[src/rtl/multi_ctrl_skid_fifo.sv]
// Purpose: in-order beat buffer that delivers one shared payload to every channel in a destination mask.
// Latency: zero cycles when empty (bypass); otherwise a beat appears once all beats ahead of it retire.
// Backpressure: f_ready_out is driven only from state (cnt != DEPTH), so there is no combinational path from b_ready_in.
module multi_ctrl_skid_fifo #(
  parameter int DATA_W = 256,
  parameter int N_CH   = 2,
  parameter int DEPTH  = 2,
  localparam int CNT_W = $clog2(DEPTH + 1)
) (
  input  logic              clk,
  input  logic              rst,
  input  logic [N_CH-1:0]   f_valid_in,
  input  logic [DATA_W-1:0] f_data_in,
  output logic [N_CH-1:0]   f_ready_out,
  output logic [N_CH-1:0]   b_valid_out,
  output logic [DATA_W-1:0] b_data_out,
  input  logic [N_CH-1:0]   b_ready_in,
  output logic [CNT_W-1:0]  level
);

  localparam int PTR_W = (DEPTH > 1) ? $clog2(DEPTH) : 1;
  localparam logic [PTR_W-1:0] LAST_PTR = PTR_W'(DEPTH - 1);
  localparam logic [CNT_W-1:0] FULL_CNT = CNT_W'(DEPTH);

  // Payload and per-entry mask of channels that still owe an accept.
  logic [DATA_W-1:0] data_q [DEPTH];
  logic [DATA_W-1:0] data_d [DEPTH];
  logic [N_CH-1:0]   rem_q  [DEPTH];
  logic [N_CH-1:0]   rem_d  [DEPTH];
  logic [PTR_W-1:0]  rd_ptr_q, rd_ptr_d;
  logic [PTR_W-1:0]  wr_ptr_q, wr_ptr_d;
  logic [CNT_W-1:0]  cnt_q, cnt_d;

  logic              empty;
  logic              full;
  logic              acc_rdy;
  logic              push_hs;
  logic              pop;
  logic              wr_en;
  logic [N_CH-1:0]   head_rem;
  logic [N_CH-1:0]   head_rem_nxt;
  logic [N_CH-1:0]   bypass_res;
  logic [N_CH-1:0]   wr_rem;

  function automatic logic [PTR_W-1:0] ptr_inc(input logic [PTR_W-1:0] p);
    return (p == LAST_PTR) ? '0 : p + PTR_W'(1);
  endfunction

  // Status decode and outputs: bypass the offered beat when empty, else present the head entry.
  always_comb begin
    empty        = (cnt_q == '0);
    full         = (cnt_q == FULL_CNT);
    acc_rdy      = ~full & ~rst;
    push_hs      = (|f_valid_in) & acc_rdy;
    head_rem     = rem_q[rd_ptr_q];
    head_rem_nxt = head_rem & ~b_ready_in;
    bypass_res   = f_valid_in & ~b_ready_in;

    f_ready_out  = {N_CH{acc_rdy}};
    level        = rst ? '0 : cnt_q;
    if (empty) begin
      b_valid_out = f_valid_in & f_ready_out;
      b_data_out  = f_data_in;
    end else begin
      b_valid_out = rst ? '0 : head_rem;
      b_data_out  = data_q[rd_ptr_q];
    end
  end

  // Next-state: bypass stores only the channels that missed it; buffered mode pushes the full mask behind the head.
  always_comb begin
    data_d   = data_q;
    rem_d    = rem_q;
    rd_ptr_d = rd_ptr_q;
    wr_ptr_d = wr_ptr_q;
    cnt_d    = cnt_q;
    pop      = 1'b0;
    wr_en    = 1'b0;
    wr_rem   = '0;

    if (empty) begin
      wr_en  = push_hs & (|bypass_res);
      wr_rem = bypass_res;
    end else begin
      rem_d[rd_ptr_q] = head_rem_nxt;
      pop             = ~(|head_rem_nxt);
      wr_en           = push_hs;
      wr_rem          = f_valid_in;
    end

    // Tail never aliases the head here: a push needs cnt < DEPTH, and cnt > 0 puts them apart.
    if (wr_en) begin
      data_d[wr_ptr_q] = f_data_in;
      rem_d[wr_ptr_q]  = wr_rem;
      wr_ptr_d         = ptr_inc(wr_ptr_q);
    end
    if (pop) begin
      rd_ptr_d = ptr_inc(rd_ptr_q);
    end

    case ({wr_en, pop})
      2'b10:   cnt_d = cnt_q + CNT_W'(1);
      2'b01:   cnt_d = cnt_q - CNT_W'(1);
      default: cnt_d = cnt_q;
    endcase
  end

  // Control state with synchronous reset; all pending masks are dropped so stale beats never reappear.
  always_ff @(posedge clk) begin
    if (rst) begin
      rd_ptr_q <= '0;
      wr_ptr_q <= '0;
      cnt_q    <= '0;
      for (int i = 0; i < DEPTH; i++) begin
        rem_q[i] <= '0;
      end
    end else begin
      rd_ptr_q <= rd_ptr_d;
      wr_ptr_q <= wr_ptr_d;
      cnt_q    <= cnt_d;
      rem_q    <= rem_d;
    end
  end

  // Payload storage is not reset; a zero rem mask already marks an entry as invalid.
  always_ff @(posedge clk) begin
    data_q <= data_d;
  end

endmodule

[config.mk]
export PLATFORM = sky130hd
export DESIGN_NAME = multi_ctrl_skid_fifo
export DESIGN_NICKNAME = d
export VERILOG_FILES = /design/src/rtl/multi_ctrl_skid_fifo.sv
export SDC_FILE = /design/constraint.sdc
export NUM_CORES = 1
export LEC_CHECK = 0
export BUFFER_PORTS_ARGS = -buffer_cell sky130_fd_sc_hd__buf_4
export CORE_AREA = 4 4 203 205
export CTS_CLUSTER_SIZE = 10
export DETAILED_ROUTE_END_ITERATION = 8
export DIE_AREA = 0 0 207 209
export MAX_ROUTING_LAYER = met4
export PLACE_DENSITY_LB_ADDON = 0.15
export SYNTH_ARGS = -nofsm -noshare
export SYNTH_HDL_FRONTEND = slang
export SYNTH_SLANG_ARGS = --single-unit
[constraint.sdc]
create_clock -name clk -period 11.98 [get_ports clk]
set_input_delay 2.995 -clock clk [delete_from_list [all_inputs] [get_ports clk]]
set_output_delay 2.995 -clock clk [all_outputs]
set_load 0.01 [all_outputs]
==> reports/metrics.yaml, run 1 <==
min_path:
  min_from: "rem_q[1]"
  holdPathEnd: "rem_q[1]"
  hold_depth: 2
  hold_path.class: "reg2reg"
power_and_ir_drop:
  switching_power_uw: 2403
  p_leak_uw: 0.01013
  powerDensity_mw_per_mm2: 252.5
  p_clk_share_pct: 22.5
  p_comb_share_pct: 42.2
  ir_drop_uv: 223.9
  sequentialPowerShare_pct: 35.3
  p_int_uw: 4417
  p_sw_share_pct: 35.24
synthesis:
  synth_cell_types: 30
  synth_common_cells: "512 x edfxtp_1, 263 x mux2i_1, 260 x o21ai_0, 258 x nand2_1, 40 x buf_2"
  synth-seq-area-share_pct: 73.12
  synth_top_area_share_pct: 72.37
  yosys.cell_count.top_type: "edfxtp_1"
  synth_cells: 1430
  synthArstFlopShare_pct: 0
  syn-num-nets: 1693
  ys_seq_elements: 520
  ys_warn_count: 0
  synth-main-ff-cell: "edfxtp_1"
  synthTopCellsByArea: "edfxtp_1 72%, mux2i_1 12%, o21ai_0 6.1%"
  synth.cell_area_mm2: 0.02125
  avgSynthCellArea_um2: 14.86
  synth_edf_count: 512
  yosysTopAreaCell: "edfxtp_1"
clock_network:
  cts-resized-gates: 0
  cts_tree: "done"
  clkTransAtPathRegs_ns: 0.05
  hold_buffers: 0
  clockBufferDepth: 3
  cts_buffers: 58
  htreeDepth: 2
  cts_setup_buffers: 0
  clkSinkCount: 520
  cts_root_buf: "clkbuf_16"
  clkLatencyLatePin_ns: 0.59
setup_path:
  path_cells: "buf_4, nand2_1, o21ai_0, buf_4"
  critPathBufInv: 2
  critPathKind: "in2out"
  max_stage_delay_ns: 0.24
  crit_path_end_kind: "primary output"
  crit_family: "buffers and inverters"
  r2r_slack_ns: 8.04
  r2r-end: "data_q[347]"
  worst-path-max-fanout: 3
  cp_slowest_cell: "buf_4"
  cp-start-kind: "primary input"
  reg2reg_depth: 6
  cp_common_cell: "buf_4"
  r2r_start: "cnt_q[1]"
  arrival_ns: 3.58
  required_ns: 8.99
timing:
  min_period_ns: 6.575
  setup_viol: 0
  finalHoldViolations: 0
  period_share_pct: 54.88
  clock_skew_ns: 0.01104
  slew_violations: 0
  tightest_slew_ns: 1.130
  slew_headroom_pct: 24.69
  rsz0062_at_grt: "no"
  setup_tns_ns: 0
  max_freq_mhz: 152.1
grt:
  use_met3_pct: 7.056
  busiest_layer: "met2"
  use_met2_pct: 36.94
  grt_pass1_vias: 13300
  grt_overflow: 0
  grt_pass1_wl_mm: 75.85
  track_usage_pct: 22.98
  grt_max_degree: 169
  antenna_found_initial: 8
  globalRouteMet1Util_pct: 26.62
place:
  place.gp.congestion: 0.8861
  dpl_cell_area_mm2: 0.02540
  port_buffers: 523
  dp_hpwl_mm: 33.33
floorplanning:
  die-area_mm2: 0.04326
  start_util_pct: 53.84
  die_h_um: 209
  core_area_mm2: 0.03946
  fp.dieW_um: 207
  placementRows: 73
  pin_count: 524
route:
  drc: 0
  drt-vias-per-instance: 5.312
  wire_per_inst_um: 20.53
  drt-initial-drc-count: 902
  wl_mm: 50.91
  ant_nets: 0
  drtPass1Iterations: 5
  num_vias: 13170
final_layout:
  design_area_mm2: 0.02700
  drive_gt1_share_pct: 30.97
  nets: 2195
  area.growth.synth_to_final_pct: 27.11
run_status:
  outcome: "complete, no violations"
flow_run:
  cap_violations: 0
## per-layer routing
metal,vias up,wire (um)
li1,6337,-
met1,6270,19140
met2,459,25570
met3,107,4039
met4,0,2156
met5,-,0
## metrics by stage
| step | total power [uW] | cells | setup WS, ns | hold WS, ns | utilization (%) |
|---|---|---|---|---|---|
| 6_report | 6820 | 2480 | 5.405 | 0.5095 | 68.44 |
| 5_1_grt | 7179 | 2480 | 5.377 | 0.5332 | 68.44 |
| 4_1_cts | 6893 | 2472 | 5.389 | 0.5079 | 68.39 |
| 3_5_place_dp | 5349 | 2397 | 5.388 | 0.4942 | 64.37 |
| 3_3_place_gp | 5314 | 2397 | 5.403 | 0.4676 | 64.37 |
| 2_1_floorplan | 4101 | 1430 | 2.934 | 0.4501 | - |
## worst max path at each step
stage	slack [ns]	cells past startpoint	endpoint	startpoint
4_1_cts	5.39	4	b_data_out[128]	f_data_in[128]
3_5_place_dp	5.39	4	b_data_out[128]	f_data_in[128]
5_1_grt	5.38	4	b_data_out[128]	f_data_in[128]
2_1_floorplan	2.93	4	data_q[0]	f_valid_in[0]
6_report	5.40	4	b_data_out[69]	f_data_in[69]
3_3_place_gp	5.40	4	b_data_out[128]	f_data_in[128]
## state kept, by name (all words and copies together) (netlist names)
register  flops
rd_ptr_q      1
data_q      512
wr_ptr_q      1
cnt_q         2
rem_q         4
## cells by family after synthesis
logic type,after synthesis,synth area share (%)
AOI/OAI and AO/OA,272,6.584
xor gates and xnor gates,2,0.08247
adders and majority gates,1,0.05888
buffers and inverters,97,2.762
DFF,520,73.12
muxes,263,12.39
and+or+nand+nor,275,5.000
## layout make-up
type / count / area [um^2]
diodes: 8 / 20.02
clock buffers: 74 / 1575
clock inverters: 1 / 8.758
fillers: 2760 / 12450
inverters: 6 / 37.54
multi-input cells: 813 / 5129
flip-flops and latches: 520 / 15540
well taps: 525 / 656.9
repair buffers: 533 / 4039
## worst min-delay path: cells and delay by family (launching register included)
family | cells | cell delay [ns]
flip-flops | 1 | 0.31
AND/OR/NAND/NOR | 1 | 0.08
multiplexers | 1 | 0.07
## layout by cell type, fill, tap and decap left out, types with 2 or more instances in the layout
cell / instances
buf_12: 3
a211o_1: 2
nand3b_1: 2
edfxtp_1: 512
dfxtp_1: 7
o2111ai_1: 2
a21oi_1: 2
clkbuf_16: 61
diode_2: 8
buf_4: 530
or3_1: 2
nand3_1: 2
nor2_1: 5
o21ai_0: 260
inv_8: 2
inv_1: 3
nor2b_1: 3
nand2_1: 258
clkbuf_1: 13
mux2i_1: 263
a211oi_1: 2
## power by group through the flow
stage	clock network, uW	logic (uW)	registers (uW)
floorplan	0	1630	2470
global placement	0	2880	2430
detailed placement	0	2900	2450
CTS	1570	2910	2410
global route	1640	3110	2430
finish	1530	2880	2410
Power figures use the tool's default switching activity.
==> run 2, diff against run 1 <==
--- a/config.mk
+++ b/config.mk
@@ -5,11 +5,12 @@
 export SDC_FILE = /design/constraint.sdc
 export NUM_CORES = 1
 export LEC_CHECK = 0
+export ABC_AREA = 1
 export BUFFER_PORTS_ARGS = -buffer_cell sky130_fd_sc_hd__buf_4
-export CORE_AREA = 4 4 203 205
+export CORE_AREA = 4 4 214 216
 export CTS_CLUSTER_SIZE = 10
 export DETAILED_ROUTE_END_ITERATION = 8
-export DIE_AREA = 0 0 207 209
+export DIE_AREA = 0 0 218 220
 export MAX_ROUTING_LAYER = met4
 export PLACE_DENSITY_LB_ADDON = 0.15
 export SYNTH_ARGS = -nofsm -noshare
==> constraint.sdc (replaced) <==
create_clock -name clk -period 5.5 [get_ports clk]
set_input_delay 1.375 -clock clk [delete_from_list [all_inputs] [get_ports clk]]
set_output_delay 1.375 -clock clk [all_outputs]
set_load 0.01 [all_outputs]
==> reports/metrics.yaml, run 2 <==
route:
  drt-initial-drc-count: 1327
  drc: 0
  num_vias: 15300
  wl_mm: 60.31
  drt-vias-per-instance: 5.396
  ant_nets: 0
  drtPass1Iterations: 5
  wire_per_inst_um: 21.27
clock_network:
  hold_buffers: 0
  clkTransAtPathRegs_ns: 0.05
  cts_root_buf: "clkbuf_16"
  cts_setup_buffers: 0
  clkSinkCount: 520
  clkLatencyLatePin_ns: 0.60
  cts_buffers: 58
  htreeDepth: 2
  cts_tree: "done"
  cts-resized-gates: 0
  clockBufferDepth: 3
synthesis:
  synth-adder-area-share_pct: 0.05969
  synthMuxAreaShare_pct: 0
  synthArstFlopShare_pct: 0
  syn-num-nets: 2001
  synth-main-ff-cell: "edfxtp_1"
  ys_warn_count: 0
  synth_top_area_share_pct: 73.34
  synthTopCellsByArea: "edfxtp_1 73%, a21oi_1 12%, nand2_1 5.0%"
  synth-seq-area-share_pct: 74.11
  synth-compound-area-share_pct: 12.56
  synth_top_family_by_area: "compound AO/OA/AOI/OAI gates"
  ys_seq_elements: 520
  synth_cells: 1738
  yosysTopAreaCell: "edfxtp_1"
  avgSynthCellArea_um2: 12.06
  synth.cell_area_mm2: 0.02096
  synth-xor-area-share_pct: 0.04178
  synthSimpleGateAreaFrac_pct: 10.26
  synth_edf_count: 512
  synth_cell_types: 22
  synth_common_cells: "516 x a21oi_1, 512 x edfxtp_1, 280 x nand2_1, 270 x nor2_1, 66 x buf_2"
  yosys.cell_count.top_type: "a21oi_1"
setup_path:
  critPathKind: "reg2out"
  cp-start-kind: "flip-flop"
  crit_path_end_kind: "primary output"
  arrival_ns: 2.95
  worst-path-max-fanout: 145
  required_ns: 4.12
final_layout:
  final_cell_mix: "539 x buf_4, 516 x a21oi_1, 512 x edfxtp_1, 278 x nand2_1, 269 x nor2_1"
  area.growth.synth_to_final_pct: 28.75
  largest_register_ffs: 512
  layout_commonest_cell: "buf_4"
  largest-register: "data_q"
  multi_input_comb_area_mm2: 0.004868
  design_area_mm2: 0.02699
  top_regs: "data_q (512), rem_q (4), cnt_q (2)"
  fillers: 3612
  final-seq-area_mm2: 0.01554
  drive_gt1_share_pct: 27.89
  final_util_pct: 61.43
  nets: 2491
timing:
  period_share_pct: 78.57
  slew_violations: 0
  slew_headroom_pct: 27.65
  max_freq_mhz: 231.4
  setup_viol: 0
  clock_skew_ns: 0.01048
  setup_ws_ns: 1.179
  tightest_slew_ns: 1.085
  min_period_ns: 4.321
  rsz0062_at_grt: "no"
  finalHoldViolations: 0
  worst_hold_slack_ns: 0.5212
place:
  dpl_cell_area_mm2: 0.02542
  dp_slack_ns: 1.195
  dp_hpwl_mm: 38.37
  place.gp.congestion: 0.8270
  port_buffers: 523
grt:
  grt_max_degree: 146
  grt_pass1_vias: 15120
  track_usage_pct: 24.62
  grt_pass1_wl_mm: 88.49
  grt_overflow: 0
  antenna_found_initial: 8
floorplanning:
  die_h_um: 220
  core_area_mm2: 0.04393
  die-area_mm2: 0.04796
  placementRows: 77
  pin_count: 524
  start_util_pct: 47.72
  fp.dieW_um: 218
power_and_ir_drop:
  ir_drop_uv: 468.8
  powerDensity_mw_per_mm2: 579.1
  p_leak_uw: 0.01059
min_path:
  hold_path.class: "reg2reg"
flow_run:
  cap_violations: 0
run_status:
  outcome: "complete, no violations"
-- run 2: changes by cell type after synthesis, sizes merged, moves of 3 or more --
cell | before | now
a21oi | 3 | 516
nor2b | 3 | 0
nand3 | 2 | 6
mux2i | 263 | 0
buf | 64 | 88
o21ai | 260 | 7
nand2 | 258 | 282
nor2 | 6 | 272
inv | 6 | 14
-- run 2: path summary, 6_finish.rpt --
check        startpoint               to  slack [ns]  cells past startpoint
max            cnt_q[1]  b_data_out[144]        1.18                      5
min            wr_ptr_q         wr_ptr_q        0.52                      2
max reg2reg    cnt_q[0]      data_q[392]        2.11                      8
min reg2reg    wr_ptr_q         wr_ptr_q        0.52                      2
-- run 2: power breakdown --
group,switching (uW),internal [uW]
Sequential,153,4840
Clock,1380,1940
Combinational,4570,2750
Total,6100,9530
-- run 2: cell families (layout without fill, tap and decap cells) --
family,Yosys count,count (layout)
buffers and inverters,130,629
flip-flops,520,520
AO/OA/AOI/OAI,525,525
XOR/XNOR,1,1
AND/OR/NAND/NOR,561,561
other,0,7
adder cells (fa/ha/maj),1,1
-- run 2: stage by stage --
stage	TNS, ns	instances	power [uW]
6_report	0	2836	15630
5_1_grt	0	2836	16570
4_1_cts	0	2829	15760
3_5_place_dp	0	2760	12420
3_3_place_gp	0	2760	12380
2_1_floorplan	-188.92	1738	9034
-- run 2: critical path, stage by stage, from the launching register on --
cell	delay, ns
dfxtp_1	0.36
nor2_4	0.66
buf_12	0.51
a21oi_1	0.09
a21oi_1	0.31
buf_4	0.19
-- run 2: cell type report --
| type | instances | share of cell area, % |
|---|---|---|
| Sequential cell | 520 | 57.57 |
| Multi-Input combinational cell | 1088 | 18.04 |
| Timing Repair Buffer | 545 | 15.44 |
| Clock buffer | 67 | 5.739 |
| Tap cell | 592 | 2.744 |
| Inverter | 15 | 0.3755 |
| Antenna cell | 7 | 0.06490 |
| Clock inverter | 2 | 0.02782 |
-- run 2: metal layers --
metal  vias to the layer above  wire, um  global-route usage (%)
met1                      7393     23060                   30.17
met4                         0      1704                   7.900
met5                         -         0                       -
li1                       7186         -                       -
met3                        93      6687                   9.680
met2                       630     28850                   37.97
==> run 3, diff against run 2 <==
--- a/config.mk
+++ b/config.mk
@@ -5,12 +5,12 @@
 export SDC_FILE = /design/constraint.sdc
 export NUM_CORES = 1
 export LEC_CHECK = 0
-export ABC_AREA = 1
+export ABC_AREA = 0
 export BUFFER_PORTS_ARGS = -buffer_cell sky130_fd_sc_hd__buf_4
-export CORE_AREA = 4 4 214 216
+export CORE_AREA = 4 4 216 218
 export CTS_CLUSTER_SIZE = 10
 export DETAILED_ROUTE_END_ITERATION = 8
-export DIE_AREA = 0 0 218 220
+export DIE_AREA = 0 0 220 222
 export MAX_ROUTING_LAYER = met4
 export PLACE_DENSITY_LB_ADDON = 0.15
 export SYNTH_ARGS = -nofsm -noshare
==> constraint.sdc (replaced) <==
create_clock -name clk -period 3.9 [get_ports clk]
set_input_delay 0.975 -clock clk [delete_from_list [all_inputs] [get_ports clk]]
set_output_delay 0.975 -clock clk [all_outputs]
set_load 0.01 [all_outputs]
==> reports/metrics.yaml, run 3 (synthesis results as in run 1) <==
timing:
  finalHoldViolations: 0
  min_period_ns: 3.320
  period_share_pct: 85.13
  setup_viol: 0
  rsz0062_at_grt: "no"
  max_freq_mhz: 301.2
  setup_tns_ns: 0
  tightest_slew_ns: 0.6370
  slew_headroom_pct: 57.53
  slew_violations: 0
  clock_skew_ns: 0.009376
  worst_hold_slack_ns: 0.5397
final_layout:
  nets: 2208
  final_cell_mix: "531 x buf_4, 512 x edfxtp_1, 263 x mux2i_1, 260 x o21ai_0, 258 x nand2_1"
  area.growth.synth_to_final_pct: 29.05
  final_util_pct: 61.07
  design_area_mm2: 0.02742
  largest_register_ffs: 512
  largest-register: "data_q"
  top_regs: "data_q (512), rem_q (4), cnt_q (2)"
  drive_gt1_share_pct: 31.64
  layout_commonest_cell: "buf_4"
  fillers: 3490
  multi_input_comb_area_mm2: 0.005175
  final-seq-area_mm2: 0.01554
floorplanning:
  die_h_um: 222
  fp.dieW_um: 220
  core_area_mm2: 0.04489
  placementRows: 78
  start_util_pct: 47.32
  pin_count: 524
  die-area_mm2: 0.04884
grt:
  grt_max_degree: 172
  antenna_found_initial: 7
  grt_overflow: 0
  grt_pass1_wl_mm: 77.32
  track_usage_pct: 21.09
  grt_pass1_vias: 13180
route:
  drtPass1Iterations: 5
  wl_mm: 51.82
  wire_per_inst_um: 20.16
  drt-vias-per-instance: 5.114
  drc: 0
  num_vias: 13140
  drt-initial-drc-count: 1039
  ant_nets: 0
clock_network:
  cts_setup_buffers: 0
  hold_buffers: 0
  cts_buffers: 58
  clkLatencyLatePin_ns: 0.58
  clkTransAtPathRegs_ns: 0.06
  cts_root_buf: "clkbuf_16"
  clockBufferDepth: 3
  htreeDepth: 2
  cts-resized-gates: 0
  cts_tree: "done"
  clkSinkCount: 520
run_status:
  outcome: "complete, no violations"
setup_path:
  max_stage_delay_ns: 0.37
  critPathKind: "reg2out"
  arrival_ns: 2.34
  critPathBufInv: 3
  worst-path-max-fanout: 117
  crit_path_end_kind: "primary output"
  cp_slowest_cell: "dfxtp_1"
  r2r_start: "rd_ptr_q"
  required_ns: 2.92
  cp-start-kind: "flip-flop"
  r2r_slack_ns: 1.29
  reg2reg_depth: 7
  cp_common_cell: "buf_4"
  cp.depth: 5
  r2r-end: "cnt_q[1]"
  crit_family: "buffers and inverters"
  crit_start: "cnt_q[1]"
  critPathCapture: "b_data_out[3]"
  path_cells: "nor2_4, buf_4, buf_12, o21ai_0, buf_4"
power_and_ir_drop:
  switching_power_uw: 7392
  powerDensity_mw_per_mm2: 770.7
  p_sw_share_pct: 34.98
  p_total_uw: 21130
  ir_drop_uv: 730.1
  p_leak_uw: 0.01025
  sequentialPowerShare_pct: 34.8
  p_comb_share_pct: 42.8
  p_clk_share_pct: 22.4
  p_int_uw: 13740
place:
  place.gp.congestion: 0.8761
  port_buffers: 523
  dpl_cell_area_mm2: 0.02580
  dp_hpwl_mm: 35.09
flow_run:
  cap_violations: 0
min_path:
  hold_path.class: "reg2reg"
run 3: through the flow:
| stage | setup WS, ns | std cells |
|---|---|---|
| after floorplan | -1.628 | 1430 |
| after global placement | 1.158 | 2485 |
| after detailed placement | 1.093 | 2485 |
| after CTS | 0.5297 | 2563 |
| after global routing | 0.4304 | 2570 |
| final | 0.5800 | 2570 |
run 3: worst min path at each step:
stage	slack [ns]	endpoint	from	cells past startpoint
detailed placement	0.52	rem_q[0]	rem_q[0]	2
global route	0.55	data_q[232]	f_data_in[232]	1
finish	0.54	rem_q[0]	rem_q[0]	2
global placement	0.51	wr_ptr_q	wr_ptr_q	1
CTS	0.53	rem_q[0]	rem_q[0]	2
floorplan	0.46	rem_q[0]	rem_q[0]	2
run 3: power by group through the flow:
stage / registers [uW] / logic [uW] / clock network [uW]
detailed placement: 7470 / 9150 / 0
global route: 7420 / 9820 / 5120
floorplan: 7510 / 5030 / 0
CTS: 7360 / 9180 / 4870
global placement: 7440 / 9110 / 0
finish: 7350 / 9040 / 4740
run 3: worst reg2reg max path, cell delays in order (launching register included):
cell	delay (ns)
dfxtp_4	0.64
buf_4	0.51
mux2i_1	0.18
o22ai_1	0.31
nor2_1	0.08
ha_1	0.34
or3_1	0.35
a21oi_1	0.14
run 3: layer usage:
layer	routed length, um	vias to the layer above	GRT usage, %
met3	4135	92	6.167
met1	20280	6275	25.25
met2	25570	423	33.92
met5	0	-	-
met4	1836	0	8.063
li1	-	6352	-
run 3: area by class of cell:
class	instances	area share, %
repair buffers	546	15.63
multi-input cells	813	18.87
inverters	6	0.1734
clock buffers	76	5.809
well taps	600	2.738
clock inverters	2	0.03194
flip-flops and latches	520	56.67
diodes	7	0.06389
